**src/rtl/mux_n_arb.sv**
```systemverilog
// N-channel selector for the calc datapath: direct (addr) or round-robin scan selection
// into a single registered valid/ready output stage carrying the word and its channel index.
module mux_n_arb #(
   parameter int WIDTH = 8,
   parameter int CH    = 8,
   parameter int SELW  = 3
) (
   input  logic                clk,
   input  logic                rst,
   input  logic                mode,
   input  logic [SELW-1:0]     addr,
   input  logic [CH*WIDTH-1:0] in_data,
   input  logic [CH-1:0]       in_valid,
   output logic [CH-1:0]       in_ready,
   output logic [WIDTH-1:0]    out_data,
   output logic [SELW-1:0]     out_ch,
   output logic                out_valid,
   input  logic                out_ready
);

   if (CH < 2 || CH > 64) begin : g_bad_ch
      $error("mux_n_arb: CH must be in 2..64");
   end
   if (SELW < $clog2(CH)) begin : g_bad_selw
      $error("mux_n_arb: SELW too narrow for CH");
   end

   logic [SELW-1:0]  ptr;
   logic [SELW-1:0]  ptr_next;
   logic             slot_free;
   logic             dir_vld;
   logic             scan_vld;
   logic             grant_vld;
   logic [SELW-1:0]  scan_idx;
   logic [SELW-1:0]  grant_idx;
   logic [WIDTH-1:0] grant_data;
   logic [CH-1:0]    hi_req;
   logic [SELW-1:0]  hi_idx;
   logic [SELW-1:0]  lo_idx;

   assign slot_free = !out_valid || out_ready;

   // Out-of-range addr matches no channel, so it can never grant.
   always_comb begin
      dir_vld = 1'b0;
      for (int k = 0; k < CH; k++) begin
         if (addr == SELW'(k) && in_valid[k]) begin
            dir_vld = 1'b1;
         end
      end
   end

   // Round-robin: lowest requester at or above ptr, else wrap to lowest requester overall.
   always_comb begin
      hi_req = '0;
      hi_idx = '0;
      lo_idx = '0;
      for (int k = 0; k < CH; k++) begin
         hi_req[k] = in_valid[k] && (SELW'(k) >= ptr);
      end
      for (int k = CH - 1; k >= 0; k--) begin
         if (in_valid[k]) begin
            lo_idx = SELW'(k);
         end
         if (hi_req[k]) begin
            hi_idx = SELW'(k);
         end
      end
      scan_vld = |in_valid;
      scan_idx = (|hi_req) ? hi_idx : lo_idx;
   end

   assign grant_idx = mode ? scan_idx : addr;
   assign grant_vld = !rst && slot_free && (mode ? scan_vld : dir_vld);
   assign ptr_next  = (grant_idx == SELW'(CH - 1)) ? '0 : grant_idx + SELW'(1);

   always_comb begin
      grant_data = '0;
      in_ready   = '0;
      for (int k = 0; k < CH; k++) begin
         if (grant_idx == SELW'(k)) begin
            grant_data  = in_data[k*WIDTH +: WIDTH];
            in_ready[k] = grant_vld;
         end
      end
   end

   // A new grant always wins over draining, which gives 1 word/clk when out_ready stays high.
   always_ff @(posedge clk) begin
      if (rst) begin
         out_data  <= '0;
         out_ch    <= '0;
         out_valid <= 1'b0;
         ptr       <= '0;
      end else if (grant_vld) begin
         out_data  <= grant_data;
         out_ch    <= grant_idx;
         out_valid <= 1'b1;
         if (mode) begin
            ptr <= ptr_next;
         end
      end else if (out_ready) begin
         out_valid <= 1'b0;
      end
   end

endmodule

```
**config.mk**
```make
export PLATFORM = sky130hd
export DESIGN_NAME = mux_n_arb
export DESIGN_NICKNAME = d
export VERILOG_FILES = /design/src/rtl/mux_n_arb.sv
export SDC_FILE = /design/constraint.sdc
export NUM_CORES = 1
export LEC_CHECK = 0
export BUFFER_PORTS_ARGS = -buffer_cell sky130_fd_sc_hd__buf_2
export CAP_MARGIN = 20
export CORE_MARGIN = 8
export CORE_UTILIZATION = 51
export CTS_CLUSTER_DIAMETER = 120
export DETAILED_ROUTE_END_ITERATION = 12
export HOLD_SLACK_MARGIN = 0.05
export PLACE_DENSITY = 0.95
export SYNTH_ARGS = -nofsm -noshare
export SYNTH_HDL_FRONTEND = slang
export SYNTH_SLANG_ARGS = --single-unit
```
**constraint.sdc**
```tcl
create_clock -name clk -period 10.8 [get_ports clk]
set_input_delay 2.7 -clock clk [delete_from_list [all_inputs] [get_ports clk]]
set_output_delay 2.7 -clock clk [all_outputs]
set_load 0.01 [all_outputs]
```
==> key figures, run 1 <==
Clock network
  – CTS buffer count: 3
  – Clock latency on the worst-skew pair: roughly 0.26 ns
  – Number of setup buffers added after CTS: 0
  – Clk slew on worst S/H paths: 0.07 ns
  – Sink Count: 15
  – H-tree depth: 1
  – CTS tree: done
  – Post-CTS Resized: 0
  – CTS Buffer Depth: 2
  – Hold-fix buffers, CTS: 0
  – CTS Root Cell: clkbuf_8

Synthesis
  – Post-Synthesis Cells: 284
  – Ys flop type: dfxtp_1
  – Post-synth top area share: 0.146
  – Synth Warn #: 0
  – Asr flop ratio synth: 0
  – Area leader, netlist: dfxtp_1
  – Post-Syn Nets: 369
  – Synth cell count leaders: 28 x nand2_1, 22 x nor2_1, 21 x a21oi_1
  – Yosys cell types: 55
  – Post-synth EDFFs: 0
  – Cell area after synthesis: 2060 um2
  – Top post-synthesis cells by area: dfxtp_1 15%, o32ai_2 5.5%, a21oi_1 5.1%
  – Synth Register Bits: 15
  – Mapped Avg Cell Area: 7.26 um2
  – Most common cell in the netlist: nand2_1
  – Seq/Total Area, Yosys: 0.146

Placed design
  – Worst slack, placed: 2.52 ns
  – DP Wirelength: about 5500 um
  – RD Place Congestion: 0.917
  – # port buffers: 98

Worst setup path
  – Worst path most repeated cell: buf_2
  – Slowest stage cell on the critical path: ha_1
  – Startpoint types: input pin
  – CP Cell Sequence: buf_2 > nor2b_1 > o21a_1 > nor2_2 > o2111a_1 > o31ai_1 > inv_1 > ha_1 > clkinv_1 > nor3_1 > buf_2
  – Reg2reg end: out_data[3]
  – Critical Path Max Stage Delay: 0.53 ns
  – Crit-path max FO: 20
  – Reg2Reg Depth: 11
  – Reg2Reg Setup Slack: 6.62 ns
  – Crit path kind: input pin to primary output
  – Crit path DAT: 5.68 ns
  – R2R Path Start: ptr[1]
  – Critical Path End Type: primary output
  – Worst endpoint required time: 8.10 ns

Detailed routing
  – Antenna Violating Nets Remaining: 0
  – WL/cell: 17.7 um
  – Drt pass-1 iters: 5
  – Initial DRC Count: roughly 310
  – Via Count: 2648
  – Post-DR vias/cell: 6.41
  – Drt total wl: 7300 um
  – Drt drc: 0

STA
  – Slew headroom: 0.275
  – RSZ-0062 raised after global routing: false
  – Worst slew pin tran: around 1.1 ns
  – Setup Skew: 0.00959 ns
  – Final setup fails: 0
  – Post-layout min period: 8.38 ns
  – Max Slew Vio Count: 0
  – Crit share post-route: 0.776
  – TNS Setup: 0 ns
  – Worst hold slack: a little over 0.5 ns
  – Highest Clock Rate: 119 MHz
  – Setup ws final: ~2.4 ns
  – Final hold violations: 0

Outcome
  – Outcome: finished clean

Hold path
  – Hold endpoint: out_data[4]
  – Hold Path Depth: 2
  – Worst min path class: flip-flop to flip-flop
  – Min-delay src: out_data[4]

Global routing
  – GRT Util Overall: 0.216
  – Global route overflow: 0
  – Initial antenna violation count: 0
  – Global-route wire length before repair: 11400 um
  – Vias in the first global route: 2394
  – Pin count of the biggest net entering global routing: 32

Die
  – Cell Rows: 23
  – Die Height: 79.6 um
  – Initial Utilization: 0.523
  – Die area: 6340 um2
  – Core region area: 3940 um2
  – Die Span X: 79.6 um
  – Io pins: 99

Pwr
  – Internal power: 0.143 mW
  – Clock power frac: 0.194
  – Combinational share of power: 0.537
  – VDD IR max: ~0.053 mV
  – Leak pwr: 1.19 nW
  – P_sw: about 0.11 mW
  – Flop pwr share: 0.269
  – Power per Cell Area: 97.1 nW/um2
  – Sw Share: 0.424
  – Final Power: 0.248 mW

Final layout
  – Final nets: 449
  – Syn-to-layout area delta: 23.6%
  – Final Util: 0.647
  – Layout fillers: 330
  – Antenna diode count: 0
  – Layout cells sized above 1: 0.339

Run
  – Max-cap viol count: 0
-- worst max-delay path: cells and delay by family --
kind	cells	cell delay [ns]
AOI/OAI and AO/OA	3	0.70
adders and majority gates	1	0.53
and+or+nand+nor	3	0.89
buffers and inverters	4	0.85
-- metal layers --
metal | part of all wire | vias to the layer above | GRT usage
met3 | 0.11 | 21 | 0.0518
met5 | 0 | - | 0
li1 | - | 1253 | -
met2 | 0.48 | 163 | 0.368
met4 | 0.024 | 0 | 0.0556
met1 | 0.38 | 1211 | 0.263
-- sequential cells by signal, indices dropped and copies added (netlist names) --
register / flops
out_valid: 1
ptr: 3
out_data: 8
out_ch: 3
-- layout make-up --
cell class | instances | area [um2] | area share
clock buffers | 3 | 41.3 | 0.0162
clock inverters | 1 | 5.00 | 0.00196
inverters | 17 | 63.8 | 0.0250
multi-input cells | 228 | 1580 | 0.619
flip-flops and latches | 15 | 300 | 0.118
well taps | 50 | 62.6 | 0.0245
repair buffers | 99 | 498 | 0.195
-- worst max-delay path by stage --
stage,startpoint,end,slack (ns),depth (start not counted)
2_1_floorplan,in_valid[2],in_ready[2],3.18,10
3_3_place_gp,in_valid[0],in_ready[1],2.69,11
3_5_place_dp,in_valid[0],in_ready[5],2.52,11
4_1_cts,in_valid[0],in_ready[5],2.50,11
5_1_grt,in_valid[0],in_ready[5],2.24,11
6_report,in_valid[0],in_ready[5],2.42,11
-- layout by cell type (no fill, tap or decap), types with 4 or more instances in the layout --
master	instances
a211oi_1	9
nor4_1	15
nor2b_1	8
o22ai_1	8
nor2_1	22
o21ai_0	16
a22o_1	7
a21oi_1	21
o32ai_2	7
buf_2	98
a221oi_1	8
nand2_1	28
dfxtp_1	15
and3_1	11
nand2b_1	4
nand3b_1	10
inv_1	15
ha_1	6
a41o_1	7
-- power groups by stage --
stage / sequential (mW) / clock, mW / combinational (mW)
final: 0.0666 / 0.0479 / 0.133
after global routing: 0.0673 / 0.0506 / 0.144
after CTS: 0.0663 / 0.0473 / 0.131
after detailed placement: 0.0675 / 0 / 0.130
after global placement: 0.0673 / 0 / 0.127
after floorplan: 0.0688 / 0 / 0.0875
-- metrics by stage --
step	area, um2	cells
after floorplan	2060	284
after global placement	2500	409
after detailed placement	2500	409
after CTS	2550	413
after global routing	2550	413
final	2550	413
-- kinds of logic after synthesis --
| group | Yosys count | share of synthesized area |
|---|---|---|
| simple gates | 110 | 0.280 |
| compound gates | 109 | 0.423 |
| buf+inv | 41 | 0.0891 |
| flops | 15 | 0.146 |
| fa+ha+maj | 6 | 0.0364 |
| mux | 3 | 0.0267 |
No activity file was read; power rests on OpenSTA's default activity.
==> run 2: changes to the inputs <==
--- a/config.mk
+++ b/config.mk
@@ -5,14 +5,15 @@
 export SDC_FILE = /design/constraint.sdc
 export NUM_CORES = 1
 export LEC_CHECK = 0
+export ABC_AREA = 1
 export BUFFER_PORTS_ARGS = -buffer_cell sky130_fd_sc_hd__buf_2
 export CAP_MARGIN = 20
 export CORE_MARGIN = 8
-export CORE_UTILIZATION = 51
+export CORE_UTILIZATION = 42
 export CTS_CLUSTER_DIAMETER = 120
 export DETAILED_ROUTE_END_ITERATION = 12
 export HOLD_SLACK_MARGIN = 0.05
-export PLACE_DENSITY = 0.95
+export PLACE_DENSITY = 0.89
 export SYNTH_ARGS = -nofsm -noshare
 export SYNTH_HDL_FRONTEND = slang
 export SYNTH_SLANG_ARGS = --single-unit
==> constraint.sdc (replaced) <==
create_clock -name clk -period 6.9 [get_ports clk]
set_input_delay 1.725 -clock clk [delete_from_list [all_inputs] [get_ports clk]]
set_output_delay 1.725 -clock clk [all_outputs]
set_load 0.01 [all_outputs]
==> key figures, run 2 <==
Outcome
  – Outcome: finished clean

Placed design
  – # port buffers: 98 (unchanged)
  – DP Wirelength: 5290 um (-3.7%)
  – Post-DP Area: 2420 um2 (-3.2%)
  – RD Place Congestion: 0.890 (-3.0%)

Pwr
  – Clock power frac: 0.201 (+0.007)
  – Combinational share of power: 0.509 (-0.028)
  – Leak pwr: 1.45 nW (+21%)
  – P_sw: 0.142 mW (+35%)
  – Internal power: 0.203 mW (+43%)
  – Sw Share: 0.411 (-0.0128)
  – VDD IR max: 0.102 mV (+93%)
  – Power per Cell Area: 140 nW/um2 (+44%)
  – Flop pwr share: 0.290 (+0.021)

Clock network
  – Sink Count: 15 (unchanged)
  – Clock latency on the worst-skew pair: 0.25 ns (about the same)
  – Hold-fix buffers, CTS: 0 (unchanged)
  – H-tree depth: 1 (unchanged)
  – CTS Root Cell: clkbuf_8
  – CTS Buffer Depth: 2 (unchanged)
  – Clk slew on worst S/H paths: 0.06 ns (about the same)
  – CTS buffer count: 3 (unchanged)
  – CTS tree: done
  – Post-CTS Resized: 0 (unchanged)
  – Number of setup buffers added after CTS: 0 (unchanged)

Synthesis
  – Post-Syn Nets: 439 (+19%)
  – Synth Warn #: 0 (unchanged)
  – Post-synth EDFFs: 0 (unchanged)
  – Cell area after synthesis: 1970 um2 (-4.3%)
  – Asr flop ratio synth: 0 (unchanged)
  – Mapped Avg Cell Area: 5.58 um2 (-23%)
  – Synth Register Bits: 15 (unchanged)
  – Post-Synthesis Cells: 354 (+25%)
  – Seq/Total Area, Yosys: 0.152 (+0.00655)
  – Most common cell in the netlist: nand2_1
  – Yosys cell types: 30 (-45%)
  – Area leader, netlist: nand2_1
  – Top post-synthesis cells by area: nand2_1 22%, dfxtp_1 15%, nand4_1 7.6%
  – Ys flop type: dfxtp_1
  – Post-synth top area share: 0.224 (+0.0788)
  – Synth cell count leaders: 118 x nand2_1, 39 x inv_1, 30 x nor2_1

Worst setup path
  – Crit-path max FO: 8 (-60%)
  – Startpoint types: input pin
  – Crit path DAT: 4.00 ns (-1.68 ns)
  – Critical Path Max Stage Delay: 0.43 ns (-0.10 ns)
  – Worst endpoint required time: 5.18 ns (-2.92 ns)
  – Top Family by Delay on Critical Path: simple AND/OR/NAND/NOR gates
  – Reg2Reg Depth: 20 (+9)
  – Crit path kind: input pin to primary output
  – Reg2Reg Setup Slack: 3.77 ns (-2.85 ns)
  – Worst path bufs/invs: 4 (unchanged)
  – CP Cell Sequence: buf_2 > inv_1 > nor2_1 > o21ai_1 > nand2_2 > nor2_1 > o2111ai_1 > a31oi_1 > ha_1 > ha_1 > inv_1 > nor2_1 > buf_2
  – R2R Path Start: ptr[2]
  – Slowest stage cell on the critical path: nor2_1
  – Critical Path End Type: primary output
  – Worst path most repeated cell: nor2_1
  – Reg2reg end: out_data[3]

STA
  – Max Slew Vio Count: 0 (unchanged)
  – Setup Skew: 0.00217 ns (-0.00742 ns)
  – RSZ-0062 raised after global routing: false
  – Slew headroom: 0.487 (+0.211)
  – Post-layout min period: between 5 and 6 ns
  – Final setup fails: 0 (unchanged)
  – Highest Clock Rate: between 150 and 200 MHz
  – Final hold violations: 0 (unchanged)
  – Worst hold slack: 0.476 ns (-0.0335 ns)
  – Worst slew pin tran: 0.768 ns (-0.316 ns)
  – TNS Setup: 0 ns (unchanged)
  – Crit share post-route: 0.830

Detailed routing
  – Drt total wl: 6380 um (-13%)
  – WL/cell: 13.0 um (-27%)
  – Initial DRC Count: 157 (-50%)
  – Drt drc: 0 (unchanged)
  – Via Count: 2492 (-5.9%)
  – Antenna Violating Nets Remaining: 0 (unchanged)
  – Post-DR vias/cell: 5.07 (-21%)
  – Drt pass-1 iters: 4 (-1)

Final layout
  – Fin area: 2470 um2 (-3.2%)
  – Max reg flops: 8 (unchanged)
  – Layout cells sized above 1: 0.295 (-0.0443)
  – Layout fillers: 510 (+55%)
  – Antenna diode count: 0 (unchanged)
  – Commonest non-fill, non-tap cell in the layout: nand2_1
  – Top reg by flops: out_data
  – Final nets: 524 (+17%)
  – Commonest cells after routing, fill and taps aside: 118 x nand2_1, 98 x buf_2, 39 x inv_1
  – Largest regs: out_data x8, out_ch x3, ptr x3
  – Syn-to-layout area delta: 25.0%

Global routing
  – Met3 usage: 0.0439 (-0.00790)
  – Vias in the first global route: 2479 (+3.6%)
  – GRT Util Overall: 0.174 (-0.0418)
  – Busiest grt layer: met2
  – Met2 usage: 0.319 (-0.0490)
  – Initial antenna violation count: 0 (unchanged)
  – Met1 Resource Use GR: 0.193 (-0.0702)
  – Pin count of the biggest net entering global routing: 26 (-19%)
  – Global-route wire length before repair: 10600 um (-7.2%)
  – Global route overflow: 0 (unchanged)

Die
  – Die Height: 84.6 um (+6.2%)
  – Initial Utilization: 0.426 (-0.0968)
  – Die Span X: 84.6 um (+6.2%)
  – Core region area: 4630 um2 (+17%)
  – Cell Rows: 25 (+8.7%)
  – Io pins: 99 (unchanged)
  – Die area: 7150 um2 (+13%)

Hold path
  – Min-delay src: out_ch[2]
  – Worst min path class: flip-flop to flip-flop
  – Hold Path Depth: 2 (unchanged)
  – Hold endpoint: out_ch[2]

Run
  – Max-cap viol count: 0 (unchanged)
[run 2: cell types whose count changed in the layout (fill, tap and decap cells not counted), sizes merged, moves of 10 or more]
| cell | before | now |
|---|---|---|
| inv | 16 | 48 |
| nand4 | 1 | 24 |
| and3 | 11 | 0 |
| nand2 | 29 | 125 |
| nand3 | 1 | 23 |
| nor4 | 15 | 0 |
| nand3b | 10 | 0 |
[run 2: final cells by class]
type / count / area [um2] / share of cell area
Multi-Input combinational cell: 270 / 1370 / 0.553
Timing Repair Buffer: 100 / 505 / 0.205
Sequential cell: 15 / 300 / 0.122
Inverter: 49 / 184 / 0.0745
Tap cell: 54 / 67.6 / 0.0274
Clock buffer: 4 / 45.0 / 0.0183
[run 2: worst min-delay path, cell delays in order, from the launching register on]
cell     delay, ns
dfxtp_1       0.30
nand2_1       0.06
a21oi_1       0.06
[run 2: worst max-delay path by stage]
| stage | startpoint | to | slack (ns) | cells past startpoint |
|---|---|---|---|---|
| 6_report | in_valid[0] | in_ready[7] | 1.17 | 13 |
| 2_1_floorplan | in_valid[0] | in_ready[3] | 1.62 | 14 |
| 5_1_grt | in_valid[0] | in_ready[4] | 0.97 | 13 |
| 3_5_place_dp | in_valid[0] | in_ready[7] | 1.22 | 13 |
| 4_1_cts | in_valid[0] | in_ready[7] | 1.20 | 13 |
| 3_3_place_gp | in_valid[0] | in_ready[7] | 1.31 | 13 |
[run 2: layer usage]
metal | wire [um] | part of all wire
met1 | 2720 | 0.43
met2 | 3150 | 0.49
met3 | 453 | 0.071
met4 | 55 | 0.0086
met5 | 0 | 0
[run 2: cell families after synthesis]
family / after synthesis / synth area share
buffers and inverters: 69 / 0.157
flip-flops: 15 / 0.152
AO/OA/AOI/OAI: 60 / 0.197
adder cells (fa/ha/maj): 6 / 0.0380
AND/OR/NAND/NOR: 204 / 0.456
[run 2: per-stage QoR]
stage	power, mW	std cells	utilization	setup WS, ns
final	0.346	492	0.533	1.17
after CTS	0.346	492	0.533	1.20
after floorplan	0.224	354	-	1.62
after detailed placement	0.277	488	0.523	1.22
after global routing	0.375	492	0.533	0.974
after global placement	0.272	488	0.523	1.31
[run 2: power by group through the flow]
stage / logic [mW] / clock network (mW) / registers [mW]
after floorplan: 0.120 / 0 / 0.104
after global placement: 0.171 / 0 / 0.101
final: 0.176 / 0.0696 / 0.100
after detailed placement: 0.175 / 0 / 0.102
after global routing: 0.201 / 0.0729 / 0.101
after CTS: 0.176 / 0.0702 / 0.100
==> run 3: changes to the inputs <==
==> config.mk (replaced) <==
export PLATFORM = sky130hd
export DESIGN_NAME = mux_n_arb
export DESIGN_NICKNAME = d
export VERILOG_FILES = /design/src/rtl/mux_n_arb.sv
export SDC_FILE = /design/constraint.sdc
export NUM_CORES = 1
export LEC_CHECK = 0
export ABC_AREA = 0
export BUFFER_PORTS_ARGS = -buffer_cell sky130_fd_sc_hd__buf_2
export CAP_MARGIN = 20
export CORE_MARGIN = 8
export CORE_UTILIZATION = 43
export CTS_CLUSTER_DIAMETER = 120
export DETAILED_ROUTE_END_ITERATION = 12
export HOLD_SLACK_MARGIN = 0.05
export PLACE_DENSITY = 0.9
export SYNTH_ARGS = -nofsm -noshare
export SYNTH_HDL_FRONTEND = slang
export SYNTH_SLANG_ARGS = --single-unit
==> constraint.sdc (replaced) <==
create_clock -name clk -period 5 [get_ports clk]
set_input_delay 1.25 -clock clk [delete_from_list [all_inputs] [get_ports clk]]
set_output_delay 1.25 -clock clk [all_outputs]
set_load 0.01 [all_outputs]
==> key figures, run 3 (synthesis results as in run 1) <==
Outcome
  – Outcome: finished clean

Final layout
  – Layout fillers: 450 (-12%)
  – Multi-input gate area: 1580 um2 (+16%)
  – Max reg flops: 8 (unchanged)
  – Commonest non-fill, non-tap cell in the layout: buf_2
  – Commonest cells after routing, fill and taps aside: 98 x buf_2, 28 x nand2_1, 22 x nor2_1
  – Syn-to-layout area delta: 27.4%
  – Layout cells sized above 1: 0.354 (+0.0594)
  – Register area: 300 um2 (unchanged)
  – Final nets: 459 (-12%)
  – Antenna diode count: 0 (unchanged)
  – Largest regs: out_data x8, out_ch x3, ptr x3
  – Top reg by flops: out_data

Worst setup path
  – Top Family by Delay on Critical Path: compound AO/OA/AOI/OAI gates
  – Worst endpoint required time: 3.75 ns (-1.43 ns)
  – Crit-path max FO: 9 (+1)
  – Crit path from: in_valid[0]
  – Critical Path Max Stage Delay: 0.37 ns (-0.06 ns)
  – Crit path kind: input pin to primary output
  – R2R Path Start: ptr[2]
  – Worst path most repeated cell: buf_2
  – Startpoint types: input pin
  – Critical Path End Type: primary output
  – Worst path bufs/invs: 3 (-1)
  – Slowest stage cell on the critical path: a2bb2oi_1
  – Crit path DAT: 3.32 ns (-0.68 ns)
  – CP Cell Sequence: buf_2 > nor2b_1 > o21a_1 > nand2b_1 > a2bb2oi_1 > ha_1 > clkinv_1 > nor3_1 > buf_2

Global routing
  – Busiest grt layer: met2
  – Vias in the first global route: 2537 (+2.3%)
  – Global route overflow: 0 (unchanged)
  – Global-route wire length before repair: 11900 um (+12%)
  – Initial antenna violation count: 0 (unchanged)
  – Met1 Resource Use GR: 0.237 (+0.0448)
  – Met3 usage: 0.0579 (+0.0140)
  – GRT Util Overall: 0.194 (+0.0202)
  – Met2 usage: 0.312 (-0.00675)
  – Pin count of the biggest net entering global routing: 30 (+15%)

Die
  – Cell Rows: 25 (unchanged)
  – Initial Utilization: 0.443 (+0.0162)
  – Io pins: 99 (unchanged)
  – Core region area: 4660 um2 (+0.68%)
  – Die Span X: 85.3 um (+0.83%)
  – Die Height: 85.3 um (+0.83%)
  – Die area: 7270 um2 (+1.7%)

Hold path
  – Worst min path class: flip-flop to flip-flop
  – Min-delay src: out_data[4]

STA
  – RSZ-0062 raised after global routing: false
  – Max Slew Vio Count: 0 (unchanged)
  – Setup Skew: 0.00385 ns (+0.00169 ns)
  – Worst slew pin tran: 0.568 ns (-0.200 ns)
  – Slew headroom: 0.620 (+0.134)
  – Post-layout min period: between 4 and 5 ns
  – Highest Clock Rate: between 200 and 250 MHz
  – Final hold violations: 0 (unchanged)
  – TNS Setup: 0 ns (unchanged)
  – Final setup fails: 0 (unchanged)
  – Crit share post-route: 0.915

Placed design
  – # port buffers: 98 (unchanged)
  – RD Place Congestion: 1.04 (+16%)
  – DP Wirelength: 5700 um (+7.9%)

Detailed routing
  – Post-DR vias/cell: 6.31 (+25%)
  – Drt pass-1 iters: 5 (+1)
  – Via Count: 2695 (+8.1%)
  – Drt total wl: 7380 um (+16%)
  – Initial DRC Count: 341 (+120%)
  – Drt drc: 0 (unchanged)
  – Antenna Violating Nets Remaining: 0 (unchanged)
  – WL/cell: 17.3 um (+33%)

Clock network
  – Sink Count: 15 (unchanged)
  – CTS Root Cell: clkbuf_8
  – CTS buffer count: 3 (unchanged)
  – Hold-fix buffers, CTS: 0 (unchanged)
  – Number of setup buffers added after CTS: 0 (unchanged)
  – Post-CTS Resized: 0 (unchanged)
  – CTS tree: done
  – Clk slew on worst S/H paths: 0.07 ns (about the same)
  – H-tree depth: 1 (unchanged)
  – Clock latency on the worst-skew pair: 0.25 ns (about the same)
  – CTS Buffer Depth: 2 (unchanged)

Pwr
  – Power per Cell Area: 207 nW/um2 (+48%)
  – Leak pwr: 1.24 nW (-14%)
  – VDD IR max: 0.123 mV (+20%)
  – Final Power: 0.543 mW (+57%)

Run
  – Max-cap viol count: 0 (unchanged)
run 3: cell types whose count changed in the layout (fill, tap and decap cells not counted), moves of 9 or more:
cell      delta
buf_4        +9
and3_1      +11
nand2_1     -90
inv_1       -24
nand3_1     -21
a21oi_1      +9
nand4_1     -23
a211oi_1     +9
nor4_1      +15
nand3b_1    +10
run 3: cell type report:
class                   count  share of cell area
well taps                  54              0.0257
flip-flops and latches     15               0.114
inverters                  17              0.0243
multi-input cells         228               0.601
repair buffers            109               0.218
clock buffers               4              0.0171
run 3: power by group:
part | leakage [nW] | internal (mW) | total, mW | switching (mW)
logic | 1.10 | 0.127 | 0.297 | 0.170
registers | 0.123 | 0.133 | 0.143 | 0.0101
clock network | 0.0228 | 0.0566 | 0.103 | 0.0462
total | 1.24 | 0.317 | 0.543 | 0.227
run 3: routing by layer:
layer	share of wire	up-vias
met5	0	-
met4	0.037	0
met3	0.097	24
met2	0.46	157
met1	0.41	1248
li1	-	1266
run 3: path summary, 6_finish.rpt:
kind	to	slack (ns)	cells past startpoint
setup / recovery	in_ready[5]	0.43	9
hold / removal	out_data[4]	0.50	2
setup reg to reg	out_data[6]	1.25	14
hold reg to reg	out_data[4]	0.50	2
run 3: worst reg2reg max path, stage by stage, from the launching register on:
cell and delay [ns]:
dfxtp_1 0.54, nand3_1 0.22, a21oi_1 0.20, o31ai_1 0.10, a21oi_1 0.17, a2bb2oi_1 0.37, inv_1 0.12, ha_1 0.24
buf_4 0.24, nor2_1 0.34, nand2_1 0.14, a22o_1 0.21, a41o_1 0.20, a211oi_1 0.42, o32ai_2 0.13
run 3: per-stage QoR:
stage / cells / utilization / setup slack (ns) / cell area (um2) / hold slack [ns]
2_1_floorplan: 284 / - / 0.283 / 2060 / 0.493
3_3_place_gp: 423 / 0.554 / 0.546 / 2580 / 0.475
3_5_place_dp: 423 / 0.554 / 0.461 / 2580 / 0.484
4_1_cts: 427 / 0.564 / 0.466 / 2630 / 0.494
5_1_grt: 427 / 0.564 / 0.228 / 2630 / 0.531
6_report: 427 / 0.564 / 0.426 / 2630 / 0.502
